==> config.mk <==
export PLATFORM = sky130hd
export DESIGN_NAME = bb_link_mode_ctrl
export DESIGN_NICKNAME = d
export VERILOG_FILES = /design/src/rtl/bb_link_mode_ctrl_pkg.sv /design/src/rtl/bb_sync_debounce.sv /design/src/rtl/bb_link_mode_ctrl.sv
export SDC_FILE = /design/constraint.sdc
export NUM_CORES = 1
export LEC_CHECK = 0
export ABC_CLOCK_PERIOD_IN_PS = 2300
export BUFFER_PORTS_ARGS = -buffer_cell sky130_fd_sc_hd__buf_2
export CAP_MARGIN = 20
export CORE_MARGIN = 4
export CORE_UTILIZATION = 55
export CTS_CLUSTER_SIZE = 40
export DETAILED_ROUTE_END_ITERATION = 8
export PLACE_DENSITY = 0.75
export SLEW_MARGIN = 20
export SYNTH_ARGS = -nofsm -noshare
export SYNTH_HDL_FRONTEND = slang
export SYNTH_SLANG_ARGS = --single-unit
==> constraint.sdc <==
create_clock -name CLK -period 2.3 [get_ports CLK]
set_input_delay 0.115 -clock CLK [delete_from_list [all_inputs] [get_ports CLK]]
set_output_delay 0.115 -clock CLK [all_outputs]
set_load 0.01 [all_outputs]
==> src/rtl/bb_link_mode_ctrl_pkg.sv <==
// Shared definitions for the Bus Blaster link mode controller.
// Covers the state encodings, the mode constants and the per-state output table.
package bb_link_mode_ctrl_pkg;

    typedef enum logic [2:0] {
        S_JTAG     = 3'd0,
        S_DRAIN_J  = 3'd1,
        S_GAP_TO_U = 3'd2,
        S_UART     = 3'd3,
        S_DRAIN_U  = 3'd4,
        S_GAP_TO_J = 3'd5
    } state_t;

    localparam logic MODE_JTAG = 1'b0;
    localparam logic MODE_UART = 1'b1;

    typedef struct packed {
        logic sel_uart;
        logic jtag_oe;
        logic uart_en;
        logic busy;
    } link_out_t;

    function automatic link_out_t state_outputs(input state_t s);
        case (s)
            S_JTAG:     return '{sel_uart: 1'b0, jtag_oe: 1'b1, uart_en: 1'b0, busy: 1'b0};
            S_DRAIN_J:  return '{sel_uart: 1'b0, jtag_oe: 1'b1, uart_en: 1'b0, busy: 1'b1};
            S_GAP_TO_U: return '{sel_uart: 1'b0, jtag_oe: 1'b0, uart_en: 1'b0, busy: 1'b1};
            S_UART:     return '{sel_uart: 1'b1, jtag_oe: 1'b0, uart_en: 1'b1, busy: 1'b0};
            S_DRAIN_U:  return '{sel_uart: 1'b1, jtag_oe: 1'b0, uart_en: 1'b1, busy: 1'b1};
            S_GAP_TO_J: return '{sel_uart: 1'b0, jtag_oe: 1'b0, uart_en: 1'b0, busy: 1'b1};
            default:    return '{sel_uart: 1'b0, jtag_oe: 1'b1, uart_en: 1'b0, busy: 1'b0};
        endcase
    endfunction

    // Mode the controller is in or heading to; a press asks for the other one.
    function automatic logic pending_mode(input state_t s);
        return (s == S_JTAG || s == S_DRAIN_U || s == S_GAP_TO_J) ? MODE_JTAG : MODE_UART;
    endfunction

    function automatic logic is_drain(input state_t s);
        return (s == S_DRAIN_J || s == S_DRAIN_U);
    endfunction

    function automatic logic is_gap(input state_t s);
        return (s == S_GAP_TO_U || s == S_GAP_TO_J);
    endfunction

endpackage

==> src/rtl/bb_sync_debounce.sv <==
// Two-flop synchroniser followed by a stable-count debounce filter.
// The level follows the input only after DEBOUNCE_CYCLES consecutive differing samples.
module bb_sync_debounce #(
    parameter int   DEBOUNCE_CYCLES = 8192,
    parameter logic RESET_LEVEL     = 1'b1
) (
    input  logic clk,
    input  logic rst,
    input  logic raw,
    output logic level
);

    localparam int            CW   = $clog2(DEBOUNCE_CYCLES + 1);
    localparam logic [CW-1:0] LAST = CW'(DEBOUNCE_CYCLES - 1);

    logic [1:0]    sync;
    logic [CW-1:0] cnt;

    always_ff @(posedge clk) begin
        if (rst) begin
            sync  <= {2{RESET_LEVEL}};
            level <= RESET_LEVEL;
            cnt   <= '0;
        end else begin
            sync <= {sync[0], raw};
            if (sync[1] == level) begin
                cnt <= '0;
            end else if (cnt == LAST) begin
                level <= sync[1];
                cnt   <= '0;
            end else begin
                cnt <= cnt + 1'b1;
            end
        end
    end

endmodule

==> src/rtl/bb_link_mode_ctrl.sv <==
// Selects JTAG buffer or PS2 UART receive on the shared target pins.
// Drains the outgoing link, then inserts a break-before-make gap before enabling the new path.
module bb_link_mode_ctrl
    import bb_link_mode_ctrl_pkg::*;
#(
    parameter int DEBOUNCE_CYCLES = 8192,
    parameter int IDLE_CYCLES     = 1024,
    parameter int GAP_CYCLES      = 16,
    parameter int DRAIN_TIMEOUT   = 65536,
    parameter int BLINK_W         = 22
) (
    input  logic CLK,
    input  logic RST,
    input  logic BUTTON,
    input  logic HOST_MODE,
    input  logic FT_TCK,
    input  logic FT_TMS,
    input  logic UART_RX,
    output logic SEL_UART,
    output logic JTAG_OE,
    output logic UART_EN,
    output logic BUSY,
    output logic LED
);

    localparam int             IW         = $clog2(IDLE_CYCLES + 1);
    localparam int             DW         = $clog2(DRAIN_TIMEOUT + 1);
    localparam int             GW         = $clog2(GAP_CYCLES + 1);
    localparam logic [IW-1:0]  IDLE_LAST  = IW'(IDLE_CYCLES - 1);
    localparam logic [DW-1:0]  DRAIN_LAST = DW'(DRAIN_TIMEOUT - 1);
    localparam logic [GW-1:0]  GAP_LAST   = GW'(GAP_CYCLES - 1);

    state_t            state, state_nxt;
    logic [1:0]        host_s, tck_s, tms_s, rx_s;
    logic              host_hist, tck_prev, tms_prev, btn_prev, btn_level;
    logic [IW-1:0]     idle_cnt;
    logic [DW-1:0]     drain_cnt;
    logic [GW-1:0]     gap_cnt;
    logic [BLINK_W-1:0] blink;
    logic              press, host_req, req, req_mode, activity, drain_done, gap_done;
    link_out_t         out_nxt;
    logic              led_nxt;

    bb_sync_debounce #(
        .DEBOUNCE_CYCLES (DEBOUNCE_CYCLES),
        .RESET_LEVEL     (1'b1)
    ) u_button (
        .clk   (CLK),
        .rst   (RST),
        .raw   (BUTTON),
        .level (btn_level)
    );

    always_ff @(posedge CLK) begin
        if (RST) begin
            host_s    <= 2'b00;
            tck_s     <= 2'b00;
            tms_s     <= 2'b00;
            rx_s      <= 2'b11;
            host_hist <= 1'b0;
            tck_prev  <= 1'b0;
            tms_prev  <= 1'b0;
            btn_prev  <= 1'b1;
            blink     <= '0;
        end else begin
            host_s    <= {host_s[0], HOST_MODE};
            tck_s     <= {tck_s[0], FT_TCK};
            tms_s     <= {tms_s[0], FT_TMS};
            rx_s      <= {rx_s[0], UART_RX};
            host_hist <= host_s[1];
            tck_prev  <= tck_s[1];
            tms_prev  <= tms_s[1];
            btn_prev  <= btn_level;
            blink     <= blink + 1'b1;
        end
    end

    // Host edge takes priority over a simultaneous press.
    assign press    = btn_prev & ~btn_level;
    assign host_req = host_s[1] ^ host_hist;
    assign req      = host_req | press;
    assign req_mode = host_req ? host_s[1] : ~pending_mode(state);

    assign activity   = (state == S_DRAIN_J) ? ((tck_s[1] ^ tck_prev) | (tms_s[1] ^ tms_prev))
                                             : ~rx_s[1];
    assign drain_done = (idle_cnt == IDLE_LAST) || (drain_cnt == DRAIN_LAST);
    assign gap_done   = (gap_cnt == GAP_LAST);

    // Counters sit at zero outside their phase, so entry always starts from zero.
    always_ff @(posedge CLK) begin
        if (RST || !is_drain(state)) begin
            idle_cnt  <= '0;
            drain_cnt <= '0;
        end else begin
            drain_cnt <= drain_cnt + 1'b1;
            if (activity)
                idle_cnt <= '0;
            else if (idle_cnt != IDLE_LAST)
                idle_cnt <= idle_cnt + 1'b1;
        end
        if (RST || !is_gap(state))
            gap_cnt <= '0;
        else
            gap_cnt <= gap_cnt + 1'b1;
    end

    always_ff @(posedge CLK) begin
        if (RST) begin
            state    <= S_JTAG;
            SEL_UART <= 1'b0;
            JTAG_OE  <= 1'b1;
            UART_EN  <= 1'b0;
            BUSY     <= 1'b0;
            LED      <= 1'b1;
        end else begin
            state    <= state_nxt;
            SEL_UART <= out_nxt.sel_uart;
            JTAG_OE  <= out_nxt.jtag_oe;
            UART_EN  <= out_nxt.uart_en;
            BUSY     <= out_nxt.busy;
            LED      <= led_nxt;
        end
    end

    always_comb begin
        state_nxt = state;
        unique case (state)
            S_JTAG:     if (req && req_mode == MODE_UART) state_nxt = S_DRAIN_J;
            S_UART:     if (req && req_mode == MODE_JTAG) state_nxt = S_DRAIN_U;
            S_DRAIN_J: begin
                if (req && req_mode == MODE_JTAG) state_nxt = S_JTAG;
                else if (drain_done)              state_nxt = S_GAP_TO_U;
            end
            S_DRAIN_U: begin
                if (req && req_mode == MODE_UART) state_nxt = S_UART;
                else if (drain_done)              state_nxt = S_GAP_TO_J;
            end
            S_GAP_TO_U: if (gap_done) state_nxt = S_UART;
            S_GAP_TO_J: if (gap_done) state_nxt = S_JTAG;
            default:    state_nxt = S_JTAG;
        endcase
    end

    // Outputs are registered from the next state so they line up with the state register.
    always_comb begin
        out_nxt = state_outputs(state_nxt);
        led_nxt = blink[BLINK_W-3];
        if (state_nxt == S_JTAG)
            led_nxt = 1'b1;
        else if (state_nxt == S_UART)
            led_nxt = blink[BLINK_W-1];
    end

endmodule

==> out/metrics.cfg, run 1 <==
[routing]
detail_route.wirelength_mm = 6.13
ant_nets = 0
vias = 2705
viasPerCell = 5.20
detail_route.wl_per_cell_um = 11.8
drt_iter0_drc = 127
drc = 0
drtPass1Iterations = 4

[logic_synthesis]
ys_warn_count = 0
synth_top_area_share = 0.489
syn_avg_cell_area_um2 = 9.04
synth_top_cell_by_area = dfxtp_1
yosysSeqAreaShare = 0.489
synth_ff_type = dfxtp_1
syn-num-nets = 426
synth-edff-count = 0
syn_area_mm2 = 0.00372
synthTopCellsByCount = dfxtp_1 (91), nor2_1 (75), xor2_1 (32), nand2_1 (25)
synth-async-reset-ratio = 0
ys_ff_latch = 91
synth.area.top_cells = dfxtp_1 (49%), nor2_1 (7.6%), xor2_1 (7.5%)
netlist_instances = 412
synth.most_common_cell = dfxtp_1
yosysUniqueCellTypes = 40

[critical_path]
ff2ff_path_depth = 9
crit_fanout = 7
worstPathArrival_ns = 2.51
crit_slowest_cell = or4_1
path_class = register to register
crit_chain = and4_1 -> nand2_2 -> nor3_4 -> and3_1 -> ha_2 -> or4_1 -> and4_4 -> nor3b_2 -> o31ai_2
crit_path_end_kind = register
start_kind = register
crit_required_ns = 2.57
slowest_delay_ns = 0.51

[final_layout]
layout.cells.non_filler = 520
seq_area_mm2 = 0.00182
n_antenna_cell = 0
fill_cells = 531
drive_above_1_share = 0.133
synthToLayoutAreaGrowth_pct = 13.7
multi_input_area_mm2 = 0.00185
final_net_count = 453

[place]
dp_hpwl_mm = 4.16
dpl.cell_count = 499
place.gp.congestion = 0.777
port-buffer-count = 11

[clock_tree]
numClockSinks = 91
cts_max_path_buffers = 2
cts_tree = done
clk_latency_ns = 0.34
numCtsBuffers = 9
clk_pin_slew_ns = 0.09
ctsRootBufferMaster = clkbuf_8
h-tree-depth = 3

[grt]
grt_max_degree = 45
grt_pass1_wl_mm = 11.0
antenna_found_initial = 0
grt_pass1_vias = 2565
track_usage = 0.162
grt_overflow_total = 0

[die]
rows = 29
die_x_um = 90.3
core-area_mm2 = 0.00646
die_y_um = 90.3
dieArea_mm2 = 0.00815
start_util = 0.577
io_pins = 12

[sta]
max_freq_ghz = 0.447
final.setup.tns_ns = 0
period_needed_ns = 2.24
worst_pin_slew_ns = 0.496
finClkSkew_ns = 0.00873
finalCritPeriodShare = 0.973
hold_viol = 0
setup_viol = 0
slew_violations = 0
max_slew_margin = 0.667

[pwr]
comb_power_share = 0.043
swShare = 0.207
power_density_mw_per_mm2 = 693
seqPwrFrac = 0.552
clockPowerShare = 0.405
p_leak_uw = 0.00156
power_uw = 2940
internal-power_uw = 2330
power.switching_uw = 607
vdd_drop_max_v = 0.000438

[worst_hold_path]
worst_hold_path_type = input port to register
min_path_cells = 4

[flow_run]
drv_cap = 0

[run_status]
status = finished clean

==> layout by cell type (no fill, tap or decap), drive strengths merged, types with 7 or more instances in the layout <==
cell	synthesis	layout
a21oi	12	12
and3	11	11
buf	4	24
clkbuf	9	11
dfxtp	91	91
ha	7	7
inv	10	10
nand2	25	25
nand3	24	24
nand4	9	9
nor2	75	75
nor2b	16	16
nor3	10	10
o21ai	7	7
or2	7	7
or3	7	7
xnor2	24	24
xor2	32	32
==> power groups by stage <==
stage	clock [uW]	sequential [uW]	combinational (uW)
floorplan	0	1650	88.3
global placement	0	1660	111
detailed placement	0	1660	113
CTS	1220	1620	123
global route	1280	1620	143
finish	1190	1620	126
==> state kept, by name (all words and copies together), names as in the netlist, 2 cells and up <==
register,count
blink,22
drain_cnt,17
gap_cnt,5
host_s,2
idle_cnt,11
rx_s,2
state,3
tck_s,2
tms_s,2
u_button.cnt,14
u_button.sync,2
==> metal layers <==
layer	track usage	part of all wire	vias up
met4	0.0651	0.012	0
met3	0.0408	0.031	6
met2	0.251	0.45	35
met1	0.215	0.51	1233
met5	0	0	-
li1	-	-	1431
==> layout make-up <==
cell class	instances	area share
multi-input combinational	298	0.437
tap	77	0.0227
clock buffer	11	0.0357
clock inverter	4	0.0174
timing repair buffer	29	0.0478
inverter	10	0.00886
sequential	91	0.430
==> critical path: cells and delay by family, from the launching register on <==
family	cells	cell delay [ns]
DFF	1	0.32
AOI/OAI and AO/OA	1	0.19
adders and majority gates	1	0.19
and+or+nand+nor	7	1.46
==> metrics by stage <==
| step | utilization | worst slack, ns | instance area, um^2 | hold WS (ns) |
|---|---|---|---|---|
| 2_1_floorplan | - | 0.0487 | 3730 | 0.219 |
| 6_report | 0.656 | 0.0615 | 4240 | 0.297 |
| 4_1_cts | 0.650 | 0.0141 | 4200 | 0.277 |
| 3_5_place_dp | 0.605 | -0.0289 | 3910 | 0.299 |
| 5_1_grt | 0.656 | -0.0107 | 4240 | 0.302 |
| 3_3_place_gp | 0.605 | 0.0379 | 3910 | 0.298 |
==> path summary, 6_finish.rpt <==
path                    start               end  slack, ns
max              drain_cnt[6]               LED       0.06
min                       RST     drain_cnt[16]       0.30
max reg2reg      drain_cnt[6]               LED       0.06
min reg2reg  u_button.sync[0]  u_button.sync[1]       0.41
==> repair_timing <==
item | 4_1_cts | 5_1_grt
endpoints found under the setup margin | 1 | 3
resized for setup | 4 | 6
hold buffers | 5 | 0
pin swaps | 0 | 3
hold endpoints to repair | 5 | 0
setup buffers | 0 | 1
==> cells by family after synthesis <==
family	count (synthesis)	share of synthesized area
multiplexers	1	0.00269
AO/OA/AOI/OAI	31	0.0564
adder cells (fa/ha/maj)	7	0.0235
buffers and inverters	23	0.0269
XOR/XNOR	56	0.132
AND/OR/NAND/NOR	203	0.270
flip-flops	91	0.489
Power figures use the tool's default switching activity.
==> run 2: changes to the inputs <==
--- a/config.mk
+++ b/config.mk
@@ -13,7 +13,8 @@
 export CTS_CLUSTER_SIZE = 40
 export DETAILED_ROUTE_END_ITERATION = 8
 export PLACE_DENSITY = 0.75
-export SLEW_MARGIN = 20
+export REMOVE_ABC_BUFFERS = 1
 export SYNTH_ARGS = -nofsm -noshare
 export SYNTH_HDL_FRONTEND = slang
+export SYNTH_HIERARCHICAL = 1
 export SYNTH_SLANG_ARGS = --single-unit
==> out/metrics.cfg, run 2 <==
[grt]
track_usage = 0.165  ; was 0.162
grt_pass1_wl_mm = 11.3  ; was 11.0 mm
grt_max_degree = 33  ; was 45
grt_overflow_total = 0  ; unchanged
grt_pass1_vias = 2731  ; was 2565
antenna_found_initial = 0  ; unchanged

[die]
die_y_um = 91.2  ; was 90.3 um
core-area_mm2 = 0.00676  ; was 0.00646 mm^2
rows = 30  ; was 29
die_x_um = 91.2  ; was 90.3 um
start_util = 0.563  ; was 0.577
io_pins = 12  ; unchanged
dieArea_mm2 = 0.00831  ; was 0.00815 mm^2

[place]
dp_hpwl_mm = 4.38  ; was 4.16 mm
place.gp.congestion = 0.829  ; was 0.777
dpl_cell_area_mm2 = 0.00399  ; was 0.00391 mm^2
port-buffer-count = 11  ; unchanged

[final_layout]
final_area_mm2 = 0.00433  ; was 0.00424 mm^2
largest-register = blink  ; unchanged
multi_input_area_mm2 = 0.00192  ; was 0.00185 mm^2
final_cell_mix = dfxtp_1 (87), nor2_1 (66), xor2_1 (36), nor2b_1 (24), nand3_1 (23)  ; was dfxtp_1 (91), nor2_1 (75), xor2_1 (32), xnor2_1 (24), nand3_1 (24)
drive_above_1_share = 0.159  ; was 0.133
final_net_count = 462  ; was 453
largest_reg_flops = 22  ; unchanged
reg_top3 = blink x22, drain_cnt x17, u_button/cnt x14  ; was blink x22, drain_cnt x17, u_button.cnt x14
seq_area_mm2 = 0.00183  ; was 0.00182 mm^2
final_common_cell = dfxtp_1  ; unchanged
fill_cells = 543  ; was 531
n_antenna_cell = 0  ; unchanged
synthToLayoutAreaGrowth_pct = 13.7  ; about the same

[clock_tree]
cts_tree = done  ; unchanged
ctsRootBufferMaster = clkbuf_8  ; unchanged
clk_latency_ns = 0.35  ; was 0.34 ns
cts_max_path_buffers = 2  ; unchanged
clk_pin_slew_ns = 0.08  ; was 0.09 ns
numClockSinks = 91  ; unchanged
numCtsBuffers = 9  ; unchanged
h-tree-depth = 3  ; unchanged

[critical_path]
crit_top_cell = and4_4
crit_slowest_cell = dfxtp_2  ; was or4_1
worstPathArrival_ns = 2.48  ; was 2.51 ns
cp.buffers_inverters = 0  ; unchanged
crit_required_ns = 2.59  ; was 2.57 ns
crit_chain = and4_4 -> nand3_4 -> nor2_4 -> and3_4 -> ha_2 -> a31oi_1 -> o211ai_1 -> and4_4 -> and4b_1 -> nor3_2  ; was and4_1 -> nand2_2 -> nor3_4 -> and3_1 -> ha_2 -> or4_1 -> and4_4 -> nor3b_2 -> o31ai_2
path_delay_family = simple AND/OR/NAND/NOR gates  ; unchanged
crit_path_end_kind = register  ; unchanged
slowest_delay_ns = 0.34  ; was 0.51 ns
crit_fanout = 7  ; unchanged
start_kind = register  ; unchanged
path_class = register to register  ; unchanged

[logic_synthesis]
synth.most_common_cell = dfxtp_1  ; unchanged
syn_area_mm2 = 0.00380  ; was 0.00372 mm^2
synth_top_area_share = 0.479  ; was 0.489
yosysSeqAreaShare = 0.479  ; was 0.489
synth_top_cell_by_area = dfxtp_1  ; unchanged
ys_ff_latch = 91  ; unchanged
synth_ff_type = dfxtp_1  ; unchanged
synthTopCellsByCount = dfxtp_1 (91), nor2_1 (67), xor2_1 (36), nand3_1 (24), nor2b_1 (24)  ; was dfxtp_1 (91), nor2_1 (75), xor2_1 (32), nand2_1 (25)
yosysUniqueCellTypes = 49  ; was 40
syn_avg_cell_area_um2 = 9.12  ; was 9.04 um^2
synth-edff-count = 0  ; unchanged
netlist_instances = 417  ; was 412
synth-async-reset-ratio = 0  ; unchanged
ys_warn_count = 6  ; was 0
synth.area.top_cells = dfxtp_1 (48%), xor2_1 (8.3%), nor2_1 (6.6%)  ; was dfxtp_1 (49%), nor2_1 (7.6%), xor2_1 (7.5%)

[run_status]
status = finished clean  ; unchanged

[worst_hold_path]
worst_hold_path_type = input port to register  ; unchanged

[flow_run]
drv_cap = 0  ; unchanged

[routing]
detail_route.wl_per_cell_um = 12.1  ; was 11.8 um
top_layer_used = met4  ; unchanged
viasPerCell = 5.24  ; was 5.20
ant_nets = 0  ; unchanged
drtPass1Iterations = 5  ; was 4
vias = 2789  ; was 2705
wl_met3_um = 217  ; was 188 um
detail_route.wirelength_mm = 6.46  ; was 6.13 mm
met2_length_mm = 3.06  ; was 2.75 mm
drc = 0  ; unchanged
drt_iter0_drc = 107  ; was 127
met1Wirelength_mm = 3.08  ; was 3.12 mm

[sta]
finalCritPeriodShare = 0.952  ; was 0.973
period_needed_ns = 2.19  ; was 2.24 ns
hold-worst-slack_ns = 0.133  ; was 0.297 ns
worst_pin_slew_ns = 0.455  ; was 0.496 ns
max_freq_ghz = 0.457  ; was 0.447 GHz
slew_violations = 0  ; unchanged
max_slew_margin = 0.694  ; was 0.667
setup_viol = 0  ; unchanged
hold_viol = 0  ; unchanged
final.setup.tns_ns = 0  ; unchanged
finClkSkew_ns = 0.00909  ; was 0.00873 ns

[pwr]
vdd_drop_max_v = 0.000566  ; was 0.000438 V
p_leak_uw = 0.00156  ; about the same
power_density_mw_per_mm2 = 675  ; was 693 mW/mm^2

run 2: power by group:
part | internal [uW] | switching (uW)
sequential | 1600 | 19.1
clock | 638 | 520
combinational | 64.2 | 75.6
total | 2310 | 615
run 2: worst register-to-register path, stage by stage, from the launching register on:
cell	delay [ns]
dfxtp_2	0.34
and4_4	0.26
nand3_4	0.09
nor2_4	0.14
and3_4	0.18
ha_2	0.18
a31oi_1	0.06
o211ai_1	0.21
and4_4	0.30
and4b_1	0.21
nor3_2	0.15
run 2: per-layer routing:
layer | vias to the layer above | track usage
li1 | 1460 | -
met1 | 1290 | 0.198
met2 | 29 | 0.275
met3 | 10 | 0.0481
met4 | 0 | 0.0678
met5 | - | 0
run 2: through the flow:
stage               std cells   util  power, uW  setup WS (ns)
CTS                       530  0.630       2950       0.000441
detailed placement        510  0.591       1780        0.00168
global placement          510  0.591       1780         0.0980
floorplan                 406      -       1730          0.177
global route              532  0.641       3040        -0.0154
finish                    532  0.641       2920          0.110
run 2: cells by family after synthesis:
| group | count (synthesis) | synth area share |
|---|---|---|
| and+or+nand+nor | 202 | 0.278 |
| DFF | 91 | 0.479 |
| muxes | 2 | 0.00559 |
| buffers and inverters | 24 | 0.0299 |
| xor gates and xnor gates | 55 | 0.127 |
| adders and majority gates | 7 | 0.0230 |
| AOI/OAI and AO/OA | 36 | 0.0579 |
run 2: area by class of cell:
class,count,area share
Clock buffer,11,0.0327
Clock inverter,4,0.0171
Inverter,13,0.0113
Multi-Input combinational cell,302,0.443
Sequential cell,91,0.422
Tap cell,80,0.0231
Timing Repair Buffer,31,0.0503
run 2: timing repair:
item,CTS,global route
endpoints found under the setup margin,1,3
buffers inserted,0,2
endpoints found under the hold margin,5,0
pin swaps,0,4
hold buffers,5,0
gates resized for setup,1,15
run 2: worst paths after layout:
path | from | to | slack (ns) | cells past startpoint
hold / removal | RST | blink[19] | 0.13 | 2
hold reg to reg | u_button/sync[0] | u_button/sync[1] | 0.42 | 1
setup reg to reg | drain_cnt[9] | LED | 0.11 | 10
setup / recovery | drain_cnt[9] | LED | 0.11 | 10
==> run 3: changes to the inputs <==
==> constraint.sdc (replaced) <==
create_clock -name CLK -period 2.3 [get_ports CLK]
set_input_delay 0 -clock CLK [delete_from_list [all_inputs] [get_ports CLK]]
set_output_delay 0 -clock CLK [all_outputs]
set_load 0.01 [all_outputs]
==> out/metrics.cfg, run 3 (synthesis results as in run 2) <==
[critical_path]
cp-startpoint = drain_cnt[9]  ; unchanged
crit_path_end = LED  ; unchanged
slowest_delay_ns = 0.34  ; about the same
crit_chain = and4_4 -> nand3_2 -> nor2_4 -> and3_1 -> ha_2 -> a31oi_1 -> o211ai_1 -> and4_4 -> and4b_1 -> nor3_1  ; was and4_4 -> nand3_4 -> nor2_4 -> and3_4 -> ha_2 -> a31oi_1 -> o211ai_1 -> and4_4 -> and4b_1 -> nor3_2
path_class = register to register  ; unchanged
crit_path_end_kind = register  ; unchanged
worstPathArrival_ns = 2.39  ; was 2.48 ns
worstReg2RegStart = drain_cnt[9]  ; unchanged
r2r_end = LED  ; unchanged
crit_top_cell = and4_4  ; unchanged
crit_fanout = 7  ; unchanged
crit_required_ns = 2.58  ; was 2.59 ns
r2r_slack_ns = 0.19  ; was 0.11 ns
ff2ff_path_depth = 10  ; unchanged
start_kind = register  ; unchanged
crit_slowest_cell = dfxtp_2  ; unchanged

[clock_tree]
clk_latency_ns = 0.35  ; about the same
numCtsBuffers = 9  ; unchanged
cts_tree = done  ; unchanged
numClockSinks = 91  ; unchanged
clk_pin_slew_ns = 0.08  ; about the same
ctsRootBufferMaster = clkbuf_8  ; unchanged
h-tree-depth = 3  ; unchanged
cts_max_path_buffers = 2  ; unchanged

[final_layout]
final_net_count = 460  ; was 462
reg_top3 = blink x22, drain_cnt x17, u_button/cnt x14  ; unchanged
final_cell_mix = dfxtp_1 (87), nor2_1 (66), xor2_1 (36), nor2b_1 (24), nand3_1 (23)  ; unchanged
largest_reg_flops = 22  ; unchanged
largest-register = blink  ; unchanged
final_common_cell = dfxtp_1  ; unchanged
drive_above_1_share = 0.151  ; was 0.159
layout.cells.non_filler = 531  ; was 532
fill_cells = 564  ; was 543
synthToLayoutAreaGrowth_pct = 11.8  ; was 13.7%
n_antenna_cell = 0  ; unchanged

[grt]
grt_pass1_vias = 2636  ; was 2731
grt_max_degree = 30  ; was 33
grt_overflow_total = 0  ; unchanged
track_usage = 0.165  ; about the same
antenna_found_initial = 0  ; unchanged
grt_pass1_wl_mm = 11.3  ; about the same

[sta]
slew_violations = 0  ; unchanged
finClkSkew_ns = 0.00742  ; was 0.00909 ns
period_needed_ns = 2.11  ; was 2.19 ns
hold_viol = 0  ; unchanged
max_freq_ghz = 0.474  ; was 0.457 GHz
rsz0062_at_grt = no
final.setup.tns_ns = 0  ; unchanged
finalCritPeriodShare = 0.918  ; was 0.952
max_slew_margin = 0.681  ; was 0.694
worst_pin_slew_ns = 0.479  ; was 0.455 ns
setup_viol = 0  ; unchanged

[routing]
detail_route.wl_per_cell_um = 11.5  ; was 12.1 um
drtPass1Iterations = 4  ; was 5
detail_route.wirelength_mm = 6.12  ; was 6.46 mm
vias = 2744  ; was 2789
drt_iter0_drc = 123  ; was 107
viasPerCell = 5.17  ; was 5.24
ant_nets = 0  ; unchanged
drc = 0  ; unchanged

[place]
dpl.cell_count = 509  ; was 510
place.gp.congestion = 0.821  ; was 0.829
port-buffer-count = 11  ; unchanged
dp_hpwl_mm = 4.36  ; was 4.38 mm

[die]
core-area_mm2 = 0.00676  ; unchanged
dieArea_mm2 = 0.00831  ; unchanged
rows = 30  ; unchanged
start_util = 0.563  ; unchanged
die_x_um = 91.2  ; unchanged
die_y_um = 91.2  ; unchanged
io_pins = 12  ; unchanged

[run_status]
status = finished clean  ; unchanged

[flow_run]
drv_cap = 0  ; unchanged

[worst_hold_path]
worst_hold_path_type = input port to register  ; unchanged

[pwr]
vdd_drop_max_v = 0.000357  ; was 0.000566 V
p_leak_uw = 0.00153  ; was 0.00156 uW
power_density_mw_per_mm2 = 642  ; was 675 mW/mm^2

-- run 3: per-stage QoR --
stage	cell area [um^2]	hold slack, ns	total power [uW]	setup WS (ns)	util
after floorplan	3740	0.0667	1730	0.177	-
after global placement	3990	0.183	1780	0.0977	0.590
after detailed placement	3990	0.187	1780	0.0278	0.590
after CTS	4220	0.0764	2770	0.000671	0.624
after global routing	4260	0.115	2860	0.0201	0.630
final	4260	0.0897	2730	0.189	0.630
-- run 3: metal layers --
| layer | global-route usage | vias to the layer above | wire, um |
|---|---|---|---|
| met2 | 0.264 | 27 | 2860 |
| met1 | 0.209 | 1252 | 2990 |
| met5 | 0 | - | 0 |
| met4 | 0.0779 | 0 | 82 |
| met3 | 0.0389 | 8 | 191 |
| li1 | - | 1457 | - |
-- run 3: worst min path at each step --
stage	slack [ns]	startpoint	depth (start not counted)	end
floorplan	0.07	RST	1	blink[0]
global placement	0.18	BUTTON	2	u_button/sync[0]
detailed placement	0.19	UART_RX	2	rx_s[0]
CTS	0.08	RST	2	blink[18]
global route	0.12	RST	2	tms_prev
finish	0.09	RST	2	blink[18]
-- run 3: repair_timing --
item | 4_1_cts | 5_1_grt
resized for setup | 0 | 13
endpoints found under the setup margin | 0 | 3
hold buffers | 5 | 0
buffers inserted | 0 | 1
endpoints found under the hold margin | 5 | 0
-- run 3: final cells by class --
class,instances,area [um^2],area share
Clock inverter,3,21.3,0.00500
Sequential cell,91,1830,0.429
Tap cell,80,100,0.0235
Inverter,13,48.8,0.0115
Multi-Input combinational cell,302,1900,0.446
Clock buffer,13,159,0.0373
Timing Repair Buffer,29,203,0.0476
-- run 3: critical path, delay by kind of cell, from the launching register on --
family | cells | cell delay (ns)
flops | 1 | 0.34
compound gates | 2 | 0.25
simple gates | 7 | 1.27
fa+ha+maj | 1 | 0.18
-- run 3: where the power goes --
part | total, uW | leakage, uW | switching (uW) | internal, uW
logic | 133 | 0.000698 | 70.1 | 62.7
registers | 1620 | 0.000739 | 20.3 | 1600
clock network | 974 | 0.0000900 | 519 | 455
